### src/rtl/pipe_stage_elastic.sv
// pipe_stage_elastic
//   Elastic pipeline stage register: one control word plus one datapath
//   word per cycle under a valid/ready handshake. A main entry plus a skid
//   entry absorb one cycle of backpressure, so in_ready is decoded from the
//   state register alone and has no combinational path from out_ready.
//   flush squashes both entries and zeroes the held control bits, so a
//   squashed slot can never carry RegWrite/MemWrite downstream.
//
// Parameters
//   CTRL_W          control bundle width (zeroed on bubbles)
//   DATA_W          datapath bundle width
//   FLUSH_CLR_DATA  1: flush also clears stored data; 0: data left stale
//
// Ports
//   CLK        in   clock, rising edge
//   RST_N      in   asynchronous active-low reset
//   flush      in   synchronous squash of all held entries
//   in_valid   in   upstream entry valid
//   in_ready   out  stage can accept (registered decode)
//   in_ctrl    in   upstream control bundle
//   in_data    in   upstream datapath bundle
//   out_valid  out  main entry valid
//   out_ready  in   downstream accepts this cycle
//   out_ctrl   out  main control bundle, 0 whenever out_valid=0
//   out_data   out  main datapath bundle
//
// Optional feature (macro PIPE_PERF_CNT_EN)
//   stall_cnt  out  [31:0] cycles with in_valid & !in_ready (saturating)
//   bubble_cnt out  [31:0] cycles with out_ready & !out_valid (saturating)
//   flush_cnt  out  [15:0] cycles with flush while not EMPTY (saturating)

module pipe_stage_elastic #(
    parameter int CTRL_W         = 16,
    parameter int DATA_W         = 32,
    parameter int FLUSH_CLR_DATA = 0
) (
    input  logic              CLK,
    input  logic              RST_N,
    input  logic              flush,
    input  logic              in_valid,
    output logic              in_ready,
    input  logic [CTRL_W-1:0] in_ctrl,
    input  logic [DATA_W-1:0] in_data,
    output logic              out_valid,
    input  logic              out_ready,
    output logic [CTRL_W-1:0] out_ctrl,
    output logic [DATA_W-1:0] out_data
`ifdef PIPE_PERF_CNT_EN
    ,
    output logic [31:0]       stall_cnt,
    output logic [31:0]       bubble_cnt,
    output logic [15:0]       flush_cnt
`endif
);

    localparam logic [1:0] S_EMPTY = 2'd0;
    localparam logic [1:0] S_BUSY  = 2'd1;
    localparam logic [1:0] S_FULL  = 2'd2;

    logic [1:0]        r_state;
    logic [1:0]        w_state_nxt;
    logic [CTRL_W-1:0] r_main_ctrl;
    logic [DATA_W-1:0] r_main_data;
    logic [CTRL_W-1:0] r_skid_ctrl;
    logic [DATA_W-1:0] r_skid_data;

    logic w_ld_main_in;
    logic w_ld_skid_in;
    logic w_ld_main_skid;

    // State register
    always_ff @(posedge CLK or negedge RST_N) begin
        if (!RST_N) r_state <= S_EMPTY;
        else        r_state <= w_state_nxt;
    end

    // Next-state logic; flush overrides every transition
    always_comb begin
        w_state_nxt = r_state;
        if (flush) begin
            w_state_nxt = S_EMPTY;
        end else begin
            case (r_state)
                S_EMPTY: if (in_valid) w_state_nxt = S_BUSY;
                S_BUSY: begin
                    if (in_valid && !out_ready)      w_state_nxt = S_FULL;
                    else if (!in_valid && out_ready) w_state_nxt = S_EMPTY;
                end
                S_FULL:  if (out_ready) w_state_nxt = S_BUSY;
                default: w_state_nxt = S_EMPTY;
            endcase
        end
    end

    // Outputs: handshake flags come straight from the state register
    always_comb begin
        in_ready  = (r_state != S_FULL);
        out_valid = (r_state != S_EMPTY);
        out_ctrl  = out_valid ? r_main_ctrl : '0;
        out_data  = r_main_data;
    end

    // Register load enables. A flushed cycle records no accept.
    always_comb begin
        w_ld_main_in   = !flush && in_valid &&
                         ((r_state == S_EMPTY) || (r_state == S_BUSY && out_ready));
        w_ld_skid_in   = !flush && in_valid && (r_state == S_BUSY) && !out_ready;
        w_ld_main_skid = !flush && (r_state == S_FULL) && out_ready;
    end

    always_ff @(posedge CLK or negedge RST_N) begin
        if (!RST_N) begin
            r_main_ctrl <= '0;
            r_main_data <= '0;
            r_skid_ctrl <= '0;
            r_skid_data <= '0;
        end else if (flush) begin
            // Control is always zeroed so a squashed slot is a true bubble
            r_main_ctrl <= '0;
            r_skid_ctrl <= '0;
            if (FLUSH_CLR_DATA != 0) begin
                r_main_data <= '0;
                r_skid_data <= '0;
            end
        end else begin
            if (w_ld_main_in) begin
                r_main_ctrl <= in_ctrl;
                r_main_data <= in_data;
            end else if (w_ld_main_skid) begin
                r_main_ctrl <= r_skid_ctrl;
                r_main_data <= r_skid_data;
            end
            if (w_ld_skid_in) begin
                r_skid_ctrl <= in_ctrl;
                r_skid_data <= in_data;
            end
        end
    end

`ifdef PIPE_PERF_CNT_EN
    logic [31:0] r_stall_cnt;
    logic [31:0] r_bubble_cnt;
    logic [15:0] r_flush_cnt;

    always_ff @(posedge CLK or negedge RST_N) begin
        if (!RST_N) begin
            r_stall_cnt  <= '0;
            r_bubble_cnt <= '0;
            r_flush_cnt  <= '0;
        end else begin
            if (in_valid && !in_ready && r_stall_cnt != '1)
                r_stall_cnt <= r_stall_cnt + 32'd1;
            if (out_ready && !out_valid && r_bubble_cnt != '1)
                r_bubble_cnt <= r_bubble_cnt + 32'd1;
            if (flush && r_state != S_EMPTY && r_flush_cnt != '1)
                r_flush_cnt <= r_flush_cnt + 16'd1;
        end
    end

    assign stall_cnt  = r_stall_cnt;
    assign bubble_cnt = r_bubble_cnt;
    assign flush_cnt  = r_flush_cnt;
`endif

endmodule
### config.mk
export PLATFORM = sky130hd
export DESIGN_NAME = pipe_stage_elastic
export DESIGN_NICKNAME = d
export VERILOG_FILES = /design/src/rtl/pipe_stage_elastic.sv
export SDC_FILE = /design/constraint.sdc
export NUM_CORES = 1
export LEC_CHECK = 0
export ABC_CLOCK_PERIOD_IN_PS = 5000
export CAP_MARGIN = 20
export CELL_PAD_IN_SITES_DETAIL_PLACEMENT = 1
export CELL_PAD_IN_SITES_GLOBAL_PLACEMENT = 1
export CORE_MARGIN = 2
export CORE_UTILIZATION = 38
export DETAILED_ROUTE_END_ITERATION = 10
export PLACE_DENSITY = 0.85
export SETUP_SLACK_MARGIN = 0.15
export SLEW_MARGIN = 20
export SYNTH_ARGS = -nofsm -noshare
export SYNTH_HDL_FRONTEND = slang
export SYNTH_SLANG_ARGS = --single-unit
### constraint.sdc
create_clock -name CLK -period 5 [get_ports CLK]
set_input_delay 1 -clock CLK [delete_from_list [all_inputs] [get_ports CLK]]
set_output_delay 1 -clock CLK [all_outputs]
set_load 0.05 [all_outputs]
**Yosys cells after proc, flatten, opt, wreduce, memory -nomap -nowiden**

Cells that the tools add are included.

- Bits in registers: 98
- Input port bits: 53

- Eq/ne operators: 6
- Muxes and demuxes: 14
- Reductions and logical operators: 21
- Bitwise gates (word level): 1

Operators with widths:

| operator | count |
|---|---|
| $mux 16 | 6 |
| $mux 32 | 2 |
| $mux 2 | 5 |
| $logic_and 1x1->1 | 9 |
| $ne 3x3->1 const B | 2 |
| $pmux 2 s3 | 1 |
| $reduce_bool 2->1 | 3 |
| $ne 4x4->1 const B | 1 |
| $reduce_and 2->1 | 2 |
| $logic_not 1->1 | 3 |
| $reduce_and 3->1 | 1 |
| $reduce_bool 3->1 | 1 |
| $eq 2x1->1 const B | 1 |
| $eq 2x2->1 const B | 1 |
| $logic_not 2->1 | 1 |
| $ne 2x2->1 const B | 1 |
| $logic_or 1x1->1 | 1 |
| $not 1->1 | 1 |

**Logic depth before layout (Yosys ltp)**

- Word-level depth: 6
- Mapped depth: 7
- Mapped depth without buffers: 4

**Least setup slack after synthesis**

OpenSTA, ideal clock, no wires.

- Kind: input -> register
- Start: input in_valid
- End: register r_main_data[10] (netlist: out_data[10])
- Data arrival time: 2360 ps
- Stages: 6
- Data required time: 4875 ps
- Setup slack: 2515 ps
- Path through: and2b_2 > or3b_4 > buf_6 > buf_6 > mux2_4 > mux2_4

- Word-level cells in the longest chain between the ends: 4
- Elaborated cells between the ends (all ways): 5
- Classes of those cells: mux (1); reduce/logical (4)

RTL lines:

| element | RTL line | RTL |
|---|---|---|
| start, declared | 40 | `input logic in_valid,` |
| $logic_and 1x1->1 (*) (2 in series) | 105 | `w_ld_main_in = !flush && in_valid &&` |
| $reduce_bool 2->1 (no source line) | - |  |
| $reduce_and 2->1 (no source line) | - |  |
| end signal, assigned | 128 | `r_main_data <= in_data;` |
| end signal, assigned | 131 | `r_main_data <= r_skid_data;` |
| end, declared | 63 | `logic [DATA_W-1:0] r_main_data;` |

Mark *: on every way between the ends. The rest lies on a longest branch, timed or not.
A chain may end at the register's enable or synchronous reset.

**Worst setup path in the final report**

- Start: register r_state[0]
- End: output out_ctrl[10]

- Word-level cells in the longest chain between the ends: 2

RTL lines:

| element | RTL line | RTL |
|---|---|---|
| start, declared | 60 | `logic [1:0] r_state;` |
| start signal, assigned | 74 | `else r_state <= w_state_nxt;` |
| $reduce_bool 2->1 | 98 | `out_valid = (r_state != S_EMPTY);` |
| $mux 16 | 99 | `out_ctrl = out_valid ? r_main_ctrl : '0;` |
| end, declared | 46 | `output logic [CTRL_W-1:0] out_ctrl,` |

Every way passes these cells.

==> results.toml <==
[clock_network]
postCtsSetupRepairBufs = 0
cts.clk_slew.worst_paths_ns = 0.06
cts_tree = "built"
cts_root_buf = "clkbuf_16"
cts.sinks = 98
clk_latency_ns = 0.34
cts_hold_buf = 0
cts-resized-gates = 0
cts_inserted_buffers = 9
cts.path.max_buffers = 2
htreeDepth = 3

[worst_setup_path]
reg2reg_to = "out_data[6]"
critPathRequiredTime_ns = 4.00
crit_fanout = 11
worstRegToRegCells = 4
rrSetupSlack_ns = 2.66
r2r-start = "r_state[0]"
arrival_ns = 2.30
crit_type = "flop to output pin"
endpoint_kind = "output pin"
startpoint_type = "flop"

[floorplanning]
die_w_um = 111.9
start_util_pct = 38.92
die_area_um2 = 12530
die_y_um = 111.9
fp-row-count = 39
ios = 103
core_um2 = 11370

[synth]
ys.flop_type = "dfrtp_1"
ys_types = 21
synth_top_cell_by_area = "dfrtp_1"
synthCells = 312
avgSynthCellArea_um2 = 14.18
synth_commonest_cells = "98 x dfrtp_1, 90 x mux2_2, 33 x mux2i_1"
syn-cell-area_um2 = 4425
syn_nets = 365
yosysWarnings = 0
yosys-top-cells-area = "dfrtp_1 55%, mux2_2 23%, mux2i_1 7.5%, a22o_1 3.2%, nor2b_1 2.5%"
synthArstFlopShare_pct = 100.0
synth_most_common_cell = "dfrtp_1"
ys_seq_area_share_pct = 55.41
synth-edff-count = 0
ys_ff_latch = 98
synth.top_cell.area_share_pct = 55.41

[timing]
setup_viol = 0
finalCritPeriodShare_pct = 65.98
clock.fmax_ghz = 0.3031
finalClockSkew_ns = 0.006441
final_max_slew_viol_count = 0
setup_tns_ns = 0
tightest_slew_ns = 0.9061
min_period_ns = 3.299
maxSlewHeadroom_pct = 39.59
hold_viol_final = 0
rsz0062_at_grt = "no"

[global_routing]
grtUsageTotal_pct = 17.75
overflow = 0
grt_max_degree = 67
grt_pass1_wl_mm = 17.28
antenna_found_initial = 0
grt_pass1_vias = 3223

[pwr]
p_leak_nw = 2.601
power.total_mw = 2.828
powerDensity_nw_per_um2 = 478.1
peakVddDrop_mv = 0.3163

[place]
portBuffers = 102
routabilityCongestion = 0.6893
dpl.hpwl_mm = 6.970

[route]
drt_iter0_drc = 70
drc = 0
drt-total-wl_mm = 10.42
antenna_left = 0
viasPerCell = 5.144
wire_per_inst_um = 18.54
vias = 2891
drt_first_pass_iters = 4

[status]
status = "finished clean"

[finish]
drive_gt1_share_pct = 29.36
diodes = 0
area_growth_pct = 33.67
final_nets = 467

[worst_hold_path]
holdPathStages = 1
hold_start = "r_skid_data[16]"
hold_path_end = "r_skid_data[16]"
worstHoldPathType = "flop to flop"

[run]
cap_violations = 0
-- routing by layer --
metal	GRT usage, %	routed length [um]	up-vias
li1	-	-	1308
met1	21.95	4514	1509
met2	30.59	5348	64
met3	4.573	432	10
met4	5.432	122	0
met5	0	0	-
-- power breakdown --
part           internal [mW]  switching, mW  total, mW  leakage (nW)
sequential             0.982          0.107       1.09          1.25
clock                  0.443          0.286      0.729         0.156
combinational          0.437          0.573       1.01          1.19
total                   1.86          0.966       2.83          2.60
-- critical path: stages, from the launching register on --
cell and delay [ns]:
dfrtp_1 0.42, nor2_1 0.45, buf_4 0.30, nor2b_1 0.08, clkdlybuf4s50_1 0.70
-- sequential cells by signal, summed over array words and instances, names as in the netlist --
name,count
r_skid_data,32
r_skid_ctrl,16
r_state,2
r_main_ctrl,16
out_data,32
-- per-stage QoR --
| stage | hold slack [ns] | util (%) | setup slack (ns) | std cells | area [um^2] |
|---|---|---|---|---|---|
| after floorplan | 0.4729 | - | 2.515 | 312 | 4425 |
| after global routing | 0.5245 | 52.03 | 1.569 | 562 | 5916 |
| after CTS | 0.5079 | 52.03 | 1.642 | 562 | 5916 |
| after global placement | 0.4824 | 49.24 | 1.651 | 546 | 5598 |
| after detailed placement | 0.4934 | 49.24 | 1.609 | 546 | 5598 |
| final | 0.5027 | 52.03 | 1.701 | 562 | 5916 |
-- cell type report --
type / instances / area (um^2)
fill: 1177 / 5454
timing repair buffer: 110 / 1079
clock inverter: 1 / 30.03
sequential: 98 / 2452
tap: 143 / 178.9
multi-input combinational: 192 / 1877
inverter: 3 / 11.26
clock buffer: 15 / 287.8
-- how the worst max path moves through the flow --
stage / startpoint / to / slack [ns]
finish: r_state[0] / out_ctrl[10] / 1.70
global route: r_state[0] / out_ctrl[10] / 1.57
CTS: r_state[0] / out_ctrl[10] / 1.64
detailed placement: in_valid / out_data[26] / 1.61
global placement: in_valid / out_data[16] / 1.65
floorplan: in_valid / out_data[10] / 2.52
-- kinds of logic (layout without fill, tap and decap cells) --
logic type | count (synthesis) | in the layout | synth area share, %
buf+inv | 22 | 129 | 2.601
flops | 98 | 98 | 55.41
simple gates | 42 | 42 | 5.796
mux | 129 | 129 | 32.40
compound gates | 21 | 21 | 3.788
-- placed cells by master, fill, tap and decap left out, drive strengths merged --
master,n
nand2,2
nand2b,16
nor2,3
or3b,1
o21a,1
nor2b,18
mux2i,33
dfrtp,98
a21oi,3
clkdlybuf4s50,101
bufinv,1
nor3,1
a22o,16
mux2,96
o21ai,1
clkbuf,15
and2b,1
buf,9
inv,3
(Power assumes the default switching activity.)
